$ cat src/rtl/mprj_enable_seq.sv
// mprj_enable_seq: staged power-up/power-down sequencer for the
// management-to-user-project interface groups (Wishbone, LA, IRQ).
module mprj_enable_seq #(
    parameter int unsigned STAB_CYCLES = 16,
    parameter int unsigned STAGE_GAP   = 4
) (
    input  logic       core_clk,
    input  logic       resetb,
    input  logic [2:0] hi_tie,
    input  logic       user_pwrgood,
    input  logic       seq_en,
    input  logic       tie_fault_clr,
    output logic       en_wb,
    output logic       en_la,
    output logic       en_irq,
    output logic       seq_busy,
    output logic       seq_ready,
    output logic       tie_fault
);

    localparam int unsigned MAX_CNT = (STAB_CYCLES > STAGE_GAP) ? STAB_CYCLES : STAGE_GAP;
    localparam int unsigned CNT_W   = $clog2(MAX_CNT + 1);

    localparam logic [CNT_W-1:0] STAB_LOAD = CNT_W'(STAB_CYCLES - 1);
    localparam logic [CNT_W-1:0] GAP_LOAD  = CNT_W'(STAGE_GAP - 1);
    localparam logic [CNT_W-1:0] CNT_ZERO  = '0;
    localparam logic [CNT_W-1:0] CNT_ONE   = CNT_W'(1);

    // Stage register bit positions.
    localparam int unsigned ST_WB  = 0;
    localparam int unsigned ST_LA  = 1;
    localparam int unsigned ST_IRQ = 2;

    typedef enum logic [3:0] {
        IDLE,
        STAB,
        UP_WB,
        UP_LA,
        UP_IRQ,
        ON,
        DN_IRQ,
        DN_LA,
        DN_WB
    } state_t;

    state_t           state_q, state_d;
    logic [CNT_W-1:0] cnt_q, cnt_d;
    logic [2:0]       stage_q, stage_d;
    logic             pg_meta_q, pg_sync_q;
    logic             busy_q, busy_d;
    logic             ready_q, ready_d;
    logic             fault_q, fault_d;

    // Two-flop synchroniser for the asynchronous user-domain power-good.
    always_ff @(posedge core_clk) begin
        if (!resetb) begin
            pg_meta_q <= 1'b0;
            pg_sync_q <= 1'b0;
        end else begin
            pg_meta_q <= user_pwrgood;
            pg_sync_q <= pg_meta_q;
        end
    end

    // Sequencer state, counter, stage and status registers.
    always_ff @(posedge core_clk) begin
        if (!resetb) begin
            state_q <= IDLE;
            cnt_q   <= CNT_ZERO;
            stage_q <= 3'b000;
            busy_q  <= 1'b0;
            ready_q <= 1'b0;
            fault_q <= 1'b0;
        end else begin
            state_q <= state_d;
            cnt_q   <= cnt_d;
            stage_q <= stage_d;
            busy_q  <= busy_d;
            ready_q <= ready_d;
            fault_q <= fault_d;
        end
    end

    // Next-state: power loss wins, then teardown request, then normal progress.
    always_comb begin
        state_d = state_q;
        cnt_d   = (cnt_q != CNT_ZERO) ? (cnt_q - CNT_ONE) : cnt_q;
        stage_d = stage_q;

        if (!pg_sync_q) begin
            state_d = IDLE;
            cnt_d   = CNT_ZERO;
            stage_d = 3'b000;
        end else begin
            case (state_q)
                IDLE: begin
                    if (seq_en) begin
                        state_d = STAB;
                        cnt_d   = STAB_LOAD;
                    end
                end
                STAB: begin
                    if (!seq_en) begin
                        state_d = IDLE;
                        cnt_d   = CNT_ZERO;
                    end else if (cnt_q == CNT_ZERO) begin
                        stage_d[ST_WB] = 1'b1;
                        cnt_d          = GAP_LOAD;
                        state_d        = UP_WB;
                    end
                end
                UP_WB: begin
                    if (!seq_en) begin
                        stage_d[ST_WB] = 1'b0;
                        cnt_d          = CNT_ZERO;
                        state_d        = DN_WB;
                    end else if (cnt_q == CNT_ZERO) begin
                        stage_d[ST_LA] = 1'b1;
                        cnt_d          = GAP_LOAD;
                        state_d        = UP_LA;
                    end
                end
                UP_LA: begin
                    if (!seq_en) begin
                        stage_d[ST_LA] = 1'b0;
                        cnt_d          = GAP_LOAD;
                        state_d        = DN_LA;
                    end else if (cnt_q == CNT_ZERO) begin
                        stage_d[ST_IRQ] = 1'b1;
                        cnt_d           = CNT_ZERO;
                        state_d         = ON;
                    end
                end
                ON: begin
                    if (!seq_en) begin
                        stage_d[ST_IRQ] = 1'b0;
                        cnt_d           = GAP_LOAD;
                        state_d         = DN_IRQ;
                    end
                end
                // DN_x: stage x has just been cleared; wait the gap, clear the next.
                DN_IRQ: begin
                    if (cnt_q == CNT_ZERO) begin
                        stage_d[ST_LA] = 1'b0;
                        cnt_d          = GAP_LOAD;
                        state_d        = DN_LA;
                    end
                end
                DN_LA: begin
                    if (cnt_q == CNT_ZERO) begin
                        stage_d[ST_WB] = 1'b0;
                        cnt_d          = CNT_ZERO;
                        state_d        = DN_WB;
                    end
                end
                DN_WB: begin
                    state_d = IDLE;
                    cnt_d   = CNT_ZERO;
                end
                default: begin
                    state_d = IDLE;
                    cnt_d   = CNT_ZERO;
                    stage_d = 3'b000;
                end
            endcase
        end
    end

    // Status flags are registered from the next state so they align with the stage edges.
    always_comb begin
        busy_d  = (state_d != IDLE) && (state_d != ON);
        ready_d = (state_d == ON);
        fault_d = fault_q;
        if (tie_fault_clr && (&hi_tie)) begin
            fault_d = 1'b0;
        end
        if ((state_q != IDLE) && !(&hi_tie)) begin
            fault_d = 1'b1;
        end
    end

    // Enables are qualified by the live tie-off bits.
    assign en_wb     = stage_q[ST_WB]  & hi_tie[0];
    assign en_la     = stage_q[ST_LA]  & hi_tie[1];
    assign en_irq    = stage_q[ST_IRQ] & hi_tie[2];
    assign seq_busy  = busy_q;
    assign seq_ready = ready_q;
    assign tie_fault = fault_q;

endmodule

$ cat config.mk
export PLATFORM = sky130hd
export DESIGN_NAME = mprj_enable_seq
export DESIGN_NICKNAME = d
export VERILOG_FILES = /design/src/rtl/mprj_enable_seq.sv
export SDC_FILE = /design/constraint.sdc
export NUM_CORES = 1
export LEC_CHECK = 0
export CAP_MARGIN = 10
export CORE_AREA = 2 2 51 48
export CTS_CLUSTER_SIZE = 12
export DETAILED_ROUTE_END_ITERATION = 12
export DIE_AREA = 0 0 53 50
export HOLD_SLACK_MARGIN = 0.05
export PLACE_DENSITY_LB_ADDON = 0.15
export SLEW_MARGIN = 20
export SYNTH_ARGS = -nofsm -noshare
export SYNTH_HDL_FRONTEND = slang
export SYNTH_SLANG_ARGS = --single-unit
$ cat constraint.sdc
create_clock -name core_clk -period 2.5 [get_ports core_clk]
set_input_delay 0.375 -clock core_clk [delete_from_list [all_inputs] [get_ports core_clk]]
set_output_delay 0.375 -clock core_clk [all_outputs]
set_load 0.01 [all_outputs]
==> impl_metrics.yaml <==
cts:
  clk_pin_slew_ns: 0.11
  cts_tree: "done"
  clkLatencyLatePin_ns: 0.30
  ctsResizeCount: 0
  cts_setup_buffers: 0
  clk_path_buf_depth: 2
  cts_sinks: 17
  hold_buffers: 0
  ctsHtreeMaxLevel: 1
  cts_root_buf: "clkbuf_4"
  cts_buffers: 3
hold_path:
  hp-class: "reg2reg"
timing:
  setup_viol: 0
  hold_ws_ns: 0.448
  rsz0062_at_grt: "no"
  tightest_slew_ns: 0.690
  fmaxAchievable_mhz: 487
  min_period_over_period_pct: 82.1
  relSlewSlack_pct: 53.9
  setup_tns_ns: 0
  finalClockSkew_ns: 0.00914
  hold_viol: 0
  slew_violations: 0
  fin_crit_ns: 2.05
yosys:
  synthCells: 142
  ys_seq_area_share_pct: 30.7
  ys_types: 42
  yosysWarnings: 0
  syn_avg_cell_area_um2: 7.80
  syn_nets: 153
  synth_seq_cells: 17
  synthesis.area_mm2: 0.00111
  synth_edf_count: 0
  ys.flop_type: "dfxtp_1"
  async_reset_ff_share_pct: 0
  yosysTopAreaCell: "dfxtp_1"
  synth_area_leaders: "dfxtp_1 31%, nor2_1 5.4%, a31oi_1 4.0%"
  synth_top_area_share_pct: 30.7
power_and_ir_drop:
  leakagePower_nw: 0.462
  clock_power_share_pct: 30.3
  p_sw_share_pct: 26.0
  intPower_w: 0.000366
  cellPowerDensity_mw_per_mm2: 389
  ir_drop_v: 0.000227
  power.total_w: 0.000494
  power.switching_w: 0.000128
  pwr-share-seq_pct: 56.4
  combPwrFrac_pct: 13.3
placement:
  dpl.cell_count: 175
  port_buffers: 13
  gp_congestion: 0.879
  hpwl_um: 1920
die:
  io_pins: 14
  die_w_um: 53
  start_util_pct: 52.7
  num_rows: 16
  dieArea_mm2: 0.00265
  die_h_um: 50
  core-area_mm2: 0.00210
route:
  vias: 1108
  firstDrtPassIters: 4
  avgViaCountPerCell: 6.19
  wire_per_inst_um: 14.9
  ant_nets: 0
  drcViolationCount: 0
  drt-initial-drc-count: 42
  totalWireLength_um: 2670
final_layout:
  final_nets: 164
  layout_commonest_cell: "dfxtp_1"
  n_fill_cell: 194
  final_cells: 179
  area_growth_pct: 14.7
  final_layout_size_suffix_gt1_share_pct: 8.55
  antenna_cells: 0
  layout_common_cells: "17 x dfxtp_1, 16 x nor2_1, 13 x clkdlybuf4s50_1"
  utilization_pct: 60.4
outcome:
  run_status: "finished, final reports clean"
global_route:
  grt.total_usage_pct: 22.0
  first_global_vias: 965
  grt_antenna_before_repair: 0
  grt_max_degree: 24
  overflow: 0
  grt_pass1_wl_um: 4420
critical_path:
  crit_path_start_kind: "register"
  path_max_fanout: 7
  endpoint_kind: "register"
  cp.required_ns: 2.66
  crit_arrival_ns: 2.22
  crit_type: "reg2reg"
run:
  drv_cap: 0
[per-layer routing]
| metal | global-route usage, % | wire [um] |
|---|---|---|
| met1 | 29.8 | 1200 |
| met2 | 34.8 | 1220 |
| met3 | 6.06 | 226 |
| met4 | 4.27 | 21 |
| met5 | 0 | 0 |
[Yosys cell counts (all sizes together), types with 2 or more instances]
cell type  count
buf           10
a21oi          8
nor3           5
mux2i          2
o211ai         2
nand4          5
nand3          5
a31oi          7
nor2          16
xnor2          2
nor2b          7
nand2         11
a211oi         3
ha             3
o21ai          7
dfxtp         17
and2           6
o21ba          2
inv            6
[power groups by stage]
stage | clock network [W] | logic, W | registers (W)
global route | 0.000170 | 0.0000716 | 0.000279
floorplan | 0 | 0.0000413 | 0.000283
CTS | 0.000156 | 0.0000650 | 0.000279
global placement | 0 | 0.0000633 | 0.000285
finish | 0.000150 | 0.0000655 | 0.000279
detailed placement | 0 | 0.0000650 | 0.000285
[worst max-delay path, cell delays in order (launching register included)]
cell,delay (ns)
dfxtp_1,0.35
inv_1,0.09
ha_1,0.22
nor4b_4,0.27
inv_2,0.12
ha_1,0.29
nor2_1,0.05
a22o_1,0.21
a222oi_1,0.21
a31oi_1,0.12
[state kept, by name (all words and copies together), names as in the netlist]
signal / count
tie_fault: 1
seq_busy: 1
pg_sync_q: 1
stage_q: 3
pg_meta_q: 1
cnt_q: 5
seq_ready: 1
state_q: 4
[final timing paths]
path,startpoint,endpoint,slack (ns),cells after the start
hold reg to reg,pg_meta_q,pg_sync_q,0.45,1
setup reg to reg,cnt_q[0],cnt_q[0],0.45,9
hold / removal,pg_meta_q,pg_sync_q,0.45,1
setup / recovery,cnt_q[0],cnt_q[0],0.45,9
[final cells by class]
type	count	area (um^2)	area share, %
multi-input combinational	109	693	54.6
inverter	6	22.5	1.77
clock inverter	1	5.00	0.394
clock buffer	3	22.5	1.77
sequential	17	340	26.8
timing repair buffer	16	153	12.0
tap	27	33.8	2.66
[kinds of logic (layout without fill, tap and decap cells)]
family                   Yosys count  in the layout  share of synthesized area (%)
AO/OA/AOI/OAI                     42             42                           27.5
XOR/XNOR                           2              2                           1.58
adder cells (fa/ha/maj)            3              3                           3.39
buffers and inverters             16             26                           6.67
flip-flops                        17             17                           30.7
multiplexers                       2              2                           1.81
AND/OR/NAND/NOR                   60             60                           28.4
[metrics by stage]
stage	instance area (um^2)	setup slack, ns
2_1_floorplan	1110	0.630
3_3_place_gp	1240	0.468
3_5_place_dp	1240	0.467
4_1_cts	1270	0.439
5_1_grt	1270	0.316
6_report	1270	0.446
(Power assumes the default switching activity.)
